===== src/rtl/dreq_priority_arbiter.sv =====
// DMA request arbiter: picks one DREQ channel per bus tenure and sequences the
// HREQ/HLDA hold handshake with the processor, driving a one-hot DACK.
module dreq_priority_arbiter #(
  parameter int unsigned NCH      = 4,
  parameter int unsigned HOLD_MAX = 16,
  localparam int unsigned CHW     = (NCH > 1) ? $clog2(NCH) : 1
) (
  input  logic           clk,
  input  logic           reset,
  input  logic [NCH-1:0] dreq,
  input  logic [NCH-1:0] chan_mask,
  input  logic           rotate_en,
  input  logic           demand_mode,
  input  logic           hlda,
  input  logic           xfer_done,
  input  logic           tc,
  output logic           hreq,
  output logic [NCH-1:0] dack,
  output logic [CHW-1:0] active_ch,
  output logic           grant_valid,
  output logic           busy
);

  localparam int unsigned CW = $clog2(HOLD_MAX + 1);

  typedef enum logic [1:0] {
    IDLE    = 2'd0,
    REQ     = 2'd1,
    GRANT   = 2'd2,
    RELEASE = 2'd3
  } state_t;

  state_t         state;
  logic [CHW-1:0] prio_ptr;
  logic [CW-1:0]  hold_cnt;

  logic [NCH-1:0] eligible_c;
  logic [CHW-1:0] win_c;
  logic           win_found_c;
  logic           release_c;
  int unsigned    idx_c;

  assign eligible_c = dreq & ~chan_mask;

  // First eligible channel scanning upward from prio_ptr, wrapping at NCH.
  always_comb begin
    win_c       = '0;
    win_found_c = 1'b0;
    idx_c       = 0;
    for (int unsigned i = 0; i < NCH; i++) begin
      idx_c = 32'(prio_ptr) + i;
      if (idx_c >= NCH) idx_c = idx_c - NCH;
      if (!win_found_c && eligible_c[CHW'(idx_c)]) begin
        win_found_c = 1'b1;
        win_c       = CHW'(idx_c);
      end
    end
  end

  // End of grant: processor reclaim, terminal count, or per-mode completion.
  always_comb begin
    release_c = 1'b0;
    if (!hlda || tc) begin
      release_c = 1'b1;
    end else if (!demand_mode) begin
      release_c = xfer_done;
    end else begin
      release_c = !dreq[active_ch] ||
                  (xfer_done && (hold_cnt == CW'(HOLD_MAX - 1)));
    end
  end

  always_ff @(posedge clk or negedge reset) begin
    if (!reset) begin
      state       <= IDLE;
      hreq        <= 1'b0;
      dack        <= '0;
      active_ch   <= '0;
      grant_valid <= 1'b0;
      busy        <= 1'b0;
      hold_cnt    <= '0;
      prio_ptr    <= '0;
    end else begin
      case (state)
        IDLE: begin
          if (|eligible_c) begin
            state <= REQ;
            busy  <= 1'b1;
          end
        end
        REQ: begin
          if (hlda) begin
            if (win_found_c) begin
              state       <= GRANT;
              hreq        <= 1'b1;
              dack        <= NCH'(1) << win_c;
              active_ch   <= win_c;
              grant_valid <= 1'b1;
              hold_cnt    <= '0;
            end else begin
              state <= RELEASE;
              hreq  <= 1'b0;
            end
          end else begin
            hreq <= 1'b1;
          end
        end
        GRANT: begin
          if (xfer_done && (hold_cnt != CW'(HOLD_MAX))) hold_cnt <= hold_cnt + CW'(1);
          if (release_c) begin
            state       <= RELEASE;
            hreq        <= 1'b0;
            dack        <= '0;
            grant_valid <= 1'b0;
            if (rotate_en) begin
              prio_ptr <= (32'(active_ch) == NCH - 1) ? '0 : active_ch + CHW'(1);
            end
          end
        end
        RELEASE: begin
          if (!hlda) begin
            state <= IDLE;
            busy  <= 1'b0;
          end
        end
        default: begin
          state <= IDLE;
          busy  <= 1'b0;
        end
      endcase
    end
  end

endmodule


===== config.mk =====
export PLATFORM = sky130hd
export DESIGN_NAME = dreq_priority_arbiter
export DESIGN_NICKNAME = d
export VERILOG_FILES = /design/src/rtl/dreq_priority_arbiter.sv
export SDC_FILE = /design/constraint.sdc
export NUM_CORES = 1
export LEC_CHECK = 0
export CAP_MARGIN = 30
export CELL_PAD_IN_SITES_DETAIL_PLACEMENT = 0
export CELL_PAD_IN_SITES_GLOBAL_PLACEMENT = 1
export CORE_UTILIZATION = 23
export DETAILED_ROUTE_END_ITERATION = 6
export HOLD_SLACK_MARGIN = 0.05
export PLACE_DENSITY_LB_ADDON = 0.1
export REMOVE_ABC_BUFFERS = 1
export SYNTH_ARGS = -nofsm -noshare
export SYNTH_HDL_FRONTEND = slang
export SYNTH_SLANG_ARGS = --single-unit

===== constraint.sdc =====
create_clock -name clk -period 5.2 [get_ports clk]
set_input_delay 1.04 -clock clk [delete_from_list [all_inputs] [get_ports clk]]
set_output_delay 1.04 -clock clk [all_outputs]
set_load 0.01 [all_outputs]

# After elaboration in Yosys (flattened, before gate mapping)
# Cells that the tools add are included.
[word_totals]
ff_bits = 18
mem_count = 0
romBits = 0
out_inout_bits = 9
wordCells = 113
inputBits = 15
latch_bits = 0
ram_bits = 0
[op_classes]
muxes = 49
n_lt_le_gt_ge = 9
n_div = 0
multipliers = 0
addsub = 9
shift = 1
bitwise = 2
eq_ne = 12
n_reduce_logical = 23
[op_table]
columns = ["cell", "n"]
rows = [
  ["two-way mux 2 bit", 13],
  ["two-way mux 1 bit", 19],
  ["< comparator 2 x 3 -> 1 bit (second input constant)", 5],
  ["two-way mux 5 bit", 3],
  ["two-way mux 4 bit", 3],
  ["inequality test 2 bit (second input constant)", 6],
  ["AND reduction 4 bit", 3],
  ["binary-select mux 1 bit (select 2 bit)", 5],
  ["one-hot mux 5 bit (2 select lines)", 1],
  ["greater-or-equal comparator 3 bit (second input constant)", 3],
  ["AND reduction 3 bit", 3],
  ["one-hot mux 2 bit (4 select lines)", 1],
  ["one-hot mux 4 bit (2 select lines)", 1],
  ["subtractor 2 x 1 -> 2 bit (second input constant)", 4],
  ["adder 2 x 2 -> 3 bit (second input constant)", 2],
  ["equality test 2 bit (second input constant)", 3],
  ["one-hot mux 1 bit (2 select lines)", 3],
  ["adder 5 x 1 -> 5 bit (second input constant)", 1],
  ["equality test 5 x 4 -> 1 bit (second input constant)", 1],
  ["logical AND 1 bit", 5],
  ["zero test 1 bit", 5],
  ["inequality test 5 bit (second input constant)", 1],
  ["bitwise AND 4 bit", 1],
  ["NOT 4 bit", 1],
  ["10 further kinds", 12],
]

# Longest topological paths before layout
[logic_depth]
depth_word = 18
mapped_depth = 8

# Worst setup path before layout
# Ideal clock, no wire load.
[synth_timing]
path_kind = "input port to flip-flop"
start = "input port dreq[3]"
end = "register state[1]"
path_stages = 5
setup_ns = 0.125
path_slack_ns = 2.840
arrival_time_ns = 2.235
path_cell_list = "mux4_2 -> o221ai_2 -> or2_4 -> o211ai_2 -> mux2_4"
[synth_between]
elab_chain_cells = 8
word_cells_on_any_way = 11
[synth_lines]
columns = ["element", "line_no", "text"]
rows = [
  ["from (decl)", "10", "input logic [NCH-1:0] dreq,"],
  ["binary-select mux 1 bit (select 2 bit)", "68", "release_c = !dreq[active_ch] ||"],
  ["two-way mux 1 bit (not written as such)", "68", ""],
  ["zero test 1 bit", "68", ""],
  ["logical OR 1 bit", "68", ""],
  ["two-way mux 1 bit", "65", "end else if (!demand_mode) begin"],
  ["two-way mux 1 bit", "63", "if (!hlda || tc) begin"],
  ["inequality test 2 bit (no line)", "-", ""],
  ["AND reduction 4 bit (no line) (*)", "-", ""],
  ["to (signal assigned)", "75", "state <= IDLE;"],
  ["to (signal assigned)", "87", "state <= REQ;"],
  ["to (signal assigned)", "94", "state <= GRANT;"],
  ["to (decl)", "33", "state_t state;"],
]
# Every way passes the cells marked *; elsewhere a longest branch is shown, timed or not. The select of a mux whose other input is x is not followed.
# A chain may end at the register's enable or synchronous reset.

# Worst setup path after layout
[layout_timing]
start = "input port dreq[2]"
end = "register hold_cnt[2]"
[layout_between]
elab_chain_cells = 15
word_cells_on_any_way = 21
[layout_lines]
columns = ["element", "line_no", "text"]
rows = [
  ["bitwise AND 4 bit (*)", "43", "assign eligible_c = dreq & ~chan_mask;"],
  ["binary-select mux 1 bit (select 2 bit)", "53", "if (!win_found_c && eligible_c[CHW'(idx_c)]) begin"],
  ["two-way mux 1 bit (not written as such)", "53", ""],
  ["two-way mux 1 bit", "53", ""],
  ["zero test 1 bit", "53", ""],
  ["logical AND 1 bit", "53", ""],
  ["two-way mux 1 bit", "53", ""],
  ["zero test 1 bit", "53", ""],
  ["logical AND 1 bit", "53", ""],
  ["two-way mux 1 bit", "53", ""],
  ["zero test 1 bit", "53", ""],
  ["logical AND 1 bit", "53", ""],
  ["two-way mux 1 bit (*)", "53", ""],
  ["inequality test 2 bit (no line) (*)", "-", ""],
  ["AND reduction 4 bit (no line) (*)", "-", ""],
  ["to (signal assigned)", "109", "if (xfer_done && (hold_cnt != CW'(HOLD_MAX))) hold_cnt <= hold_cnt + CW'(1);"],
  ["to (decl)", "35", "logic [CW-1:0] hold_cnt;"],
]
# Marked as above.

==> impl_metrics.yaml <==
die:
  dieArea_um2: 5360
  pin_count: 24
  design.core.area_um2: 4790
  num_rows: 25
  fp.dieH_um: 73.2
  initial_utilization_pct: 24.4
  die_w_um: 73.2
sta:
  hold_viol: 0
  relSlewSlack_pct: 43.2
  min_period_ns: 2.74
  skew_ns: 0.00855
  tns_ns: 0
  rsz0062_at_grt: "false"
  fmax_ghz: 0.365
  setup-violations-final: 0
  hold_slack_ns: 0.484
  slew_viol_final: 0
  period_share_pct: 52.7
  worstMarginPinSlew_ns: 0.850
logic_synthesis:
  netlist_area_um2: 1170
  synthCells: 113
  yosysTopAreaCell: "dfrtp_1"
  synth_mux_area_share_pct: 6.01
  yosys-top-cells-count: "dfrtp_1, inv_1, ha_1, o21ai_0, nor2_1"
  synth_compound_area_share_pct: 24.8
  synth-edff-count: 0
  ys_ff_latch: 18
  ys_top_cells_by_area: "dfrtp_1, ha_1, inv_1, o21ai_0, o41ai_4"
  yosysWarnings: 0
  ys_seq_area_share_pct: 38.6
  synth_xor_area_share_pct: 0
  synth_top_family_by_area: "compound AO/OA/AOI/OAI gates"
  async_reset_ff_share_pct: 100
  synthSimpleGateAreaFrac_pct: 16.4
  synth_fa_ha_area_share_pct: 9.66
  avgSynthCellArea_um2: 10.3
  ys.flop_type: "dfrtp_1"
  yosys.cell_count.top_type: "dfrtp_1"
  ys_types: 43
  synth_top_area_share_pct: 38.6
final_layout:
  antennaDiodeCount: 0
  syn_to_final_growth_pct: 31.0
  final_util_pct: 31.9
  nets: 163
  final_layout_size_suffix_gt1_share_pct: 15.2
  fill_cells: 508
setup_path:
  critPathRequiredTime_ns: 5.34
  timing.rr.start: "state[1]"
  crit_type: "input port to flop"
  path_cells: "clkdlybuf4s50_1 > nor2b_2 > o41ai_4 > a221oi_4 > a211oi_1 > a31o_2"
  critPathMaxStageDelay_ns: 0.50
  rr_endpoint: "hold_cnt[2]"
  startpoint_type: "input port"
  slowest_stage: "a221oi_4"
  cp-end-kind: "flop"
  worstPathArrival_ns: 2.88
  r2r_slack_ns: 3.16
  r2r_cells: 6
  critPathMaxFanout: 10
power:
  p_switching_w: 0.000279
  swShare_pct: 38.8
  clkPwrFrac_pct: 15.9
  peakVddDrop_mv: 0.128
  p_total_w: 0.000720
  p_leak_nw: 0.662
  p_per_area_nw_per_um2: 472
  p_seq_share_pct: 33.0
  combPwrFrac_pct: 51.1
  p_int_w: 0.000441
clocking:
  cts_sinks: 18
  path_clk_slew_ns: 0.07
  cts_root_buf: "clkbuf_8"
  cts_tree: "done"
  postCtsHoldBufs: 0
  cts_setup_buffers: 0
  htreeDepth: 1
  cts_buffer_depth: 2
  post_cts_resized: 0
  clk_latency_ns: 0.25
  numCtsBuffers: 3
worst_hold_path:
  min_path_type: "flop to flop"
  min_from: "dack[1]"
  min_to: "dack[1]"
  whs_path_depth: 1
grt:
  grt_antenna_before_repair: 0
  grt_pass1_wl_um: 4570
  grt_overflow: 0
  grt_usage_pct: 11.2
  grt_max_degree: 19
  grt_pass1_vias: 963
placement:
  dp_hpwl_um: 2160
  port_buffers: 23
  globalplace.congestion: 0.703
routing:
  avgRoutedWirePerCell_um: 13.1
  postRouteAntennaNets: 0
  vias: 892
  viasPerCell: 4.35
  dr.pass1.iters: 4
  drtIter0Drc: 22
  drc: 0
  wirelength_um: 2680
flow_run:
  maxCapViolations: 0
outcome:
  status: "finished, final reports clean"
[through the flow]
step	setup slack [ns]	cell area [um2]	instances
global route	2.35	1530	205
CTS	2.44	1530	205
global placement	2.19	1470	201
floorplan	2.84	1160	111
detailed placement	2.18	1470	201
finish	2.46	1530	205
[state kept, by name, indices dropped and copies added, names as in the netlist]
name	flops
active_ch	2
state	2
hreq	1
busy	1
prio_ptr	2
grant_valid	1
dack	4
hold_cnt	5
[how the worst max path moves through the flow]
stage               depth (start not counted)     from  slack, ns     endpoint
floorplan                                   5  dreq[3]       2.84     state[1]
global placement                            6  dreq[2]       2.19  hold_cnt[2]
detailed placement                          6  dreq[2]       2.18  hold_cnt[3]
CTS                                         6  dreq[2]       2.44  hold_cnt[2]
global route                                6  dreq[2]       2.35  hold_cnt[2]
finish                                      6  dreq[2]       2.46  hold_cnt[2]
[cell families (layout without fill, tap and decap cells)]
logic type               count (synthesis)  after routing
multiplexers                             5              5
AND/OR/NAND/NOR                         33             33
AO/OA/AOI/OAI                           34             34
buffers and inverters                   14             39
adder cells (fa/ha/maj)                  9              9
flip-flops                              18             18
[power by group through the flow]
stage | Sequential [W] | Combinational [W] | Clock (W)
after floorplan | 0.000243 | 0.000241 | 0
after global placement | 0.000241 | 0.000373 | 0
after detailed placement | 0.000241 | 0.000373 | 0
after CTS | 0.000239 | 0.000375 | 0.000120
after global routing | 0.000247 | 0.000413 | 0.000127
final | 0.000238 | 0.000368 | 0.000115
[final cells by class]
cell class	count	area, um2	area share, %
Sequential cell	18	450	29.5
Multi-Input combinational cell	81	663	43.4
Tap cell	67	83.8	5.49
Timing Repair Buffer	23	230	15.1
Clock buffer	4	55.1	3.60
Inverter	12	45.0	2.95
[worst max-delay path: cells and delay by family]
kind            cells  cell delay, ns
compound gates      4            1.05
simple gates        1            0.30
buf+inv             1            0.49
[cell usage in the layout, fill, tap and decap left out, drive strengths merged]
master / n
a211oi: 2
a21o: 3
a21oi: 5
a221oi: 1
a22o: 1
a22oi: 1
a31o: 2
a32o: 1
a41o: 1
and2b: 2
and3: 3
clkbuf: 4
clkdlybuf4s50: 23
dfrtp: 18
ha: 9
inv: 12
mux2: 3
mux2i: 1
mux4: 1
nand2: 5
nand2b: 2
nand3: 4
nand3b: 1
nor2: 6
nor2b: 5
nor3: 2
nor3b: 1
nor4: 1
o211ai: 2
o21ai: 8
o221ai: 2
o22a: 1
o22ai: 1
o2bb2ai: 1
o31ai: 1
o41ai: 1
or2: 1
[routing by layer]
| layer | track usage, % | wire length (um) | vias to the layer above |
|---|---|---|---|
| met2 | 18.9 | 1220 | 16 |
| met3 | 1.66 | 110 | 2 |
| met1 | 14.6 | 1330 | 415 |
| met4 | 3.27 | 14 | 0 |
| li1 | - | - | 459 |
| met5 | 0 | 0 | - |
Note: power is estimated with default switching activity, not from simulation.
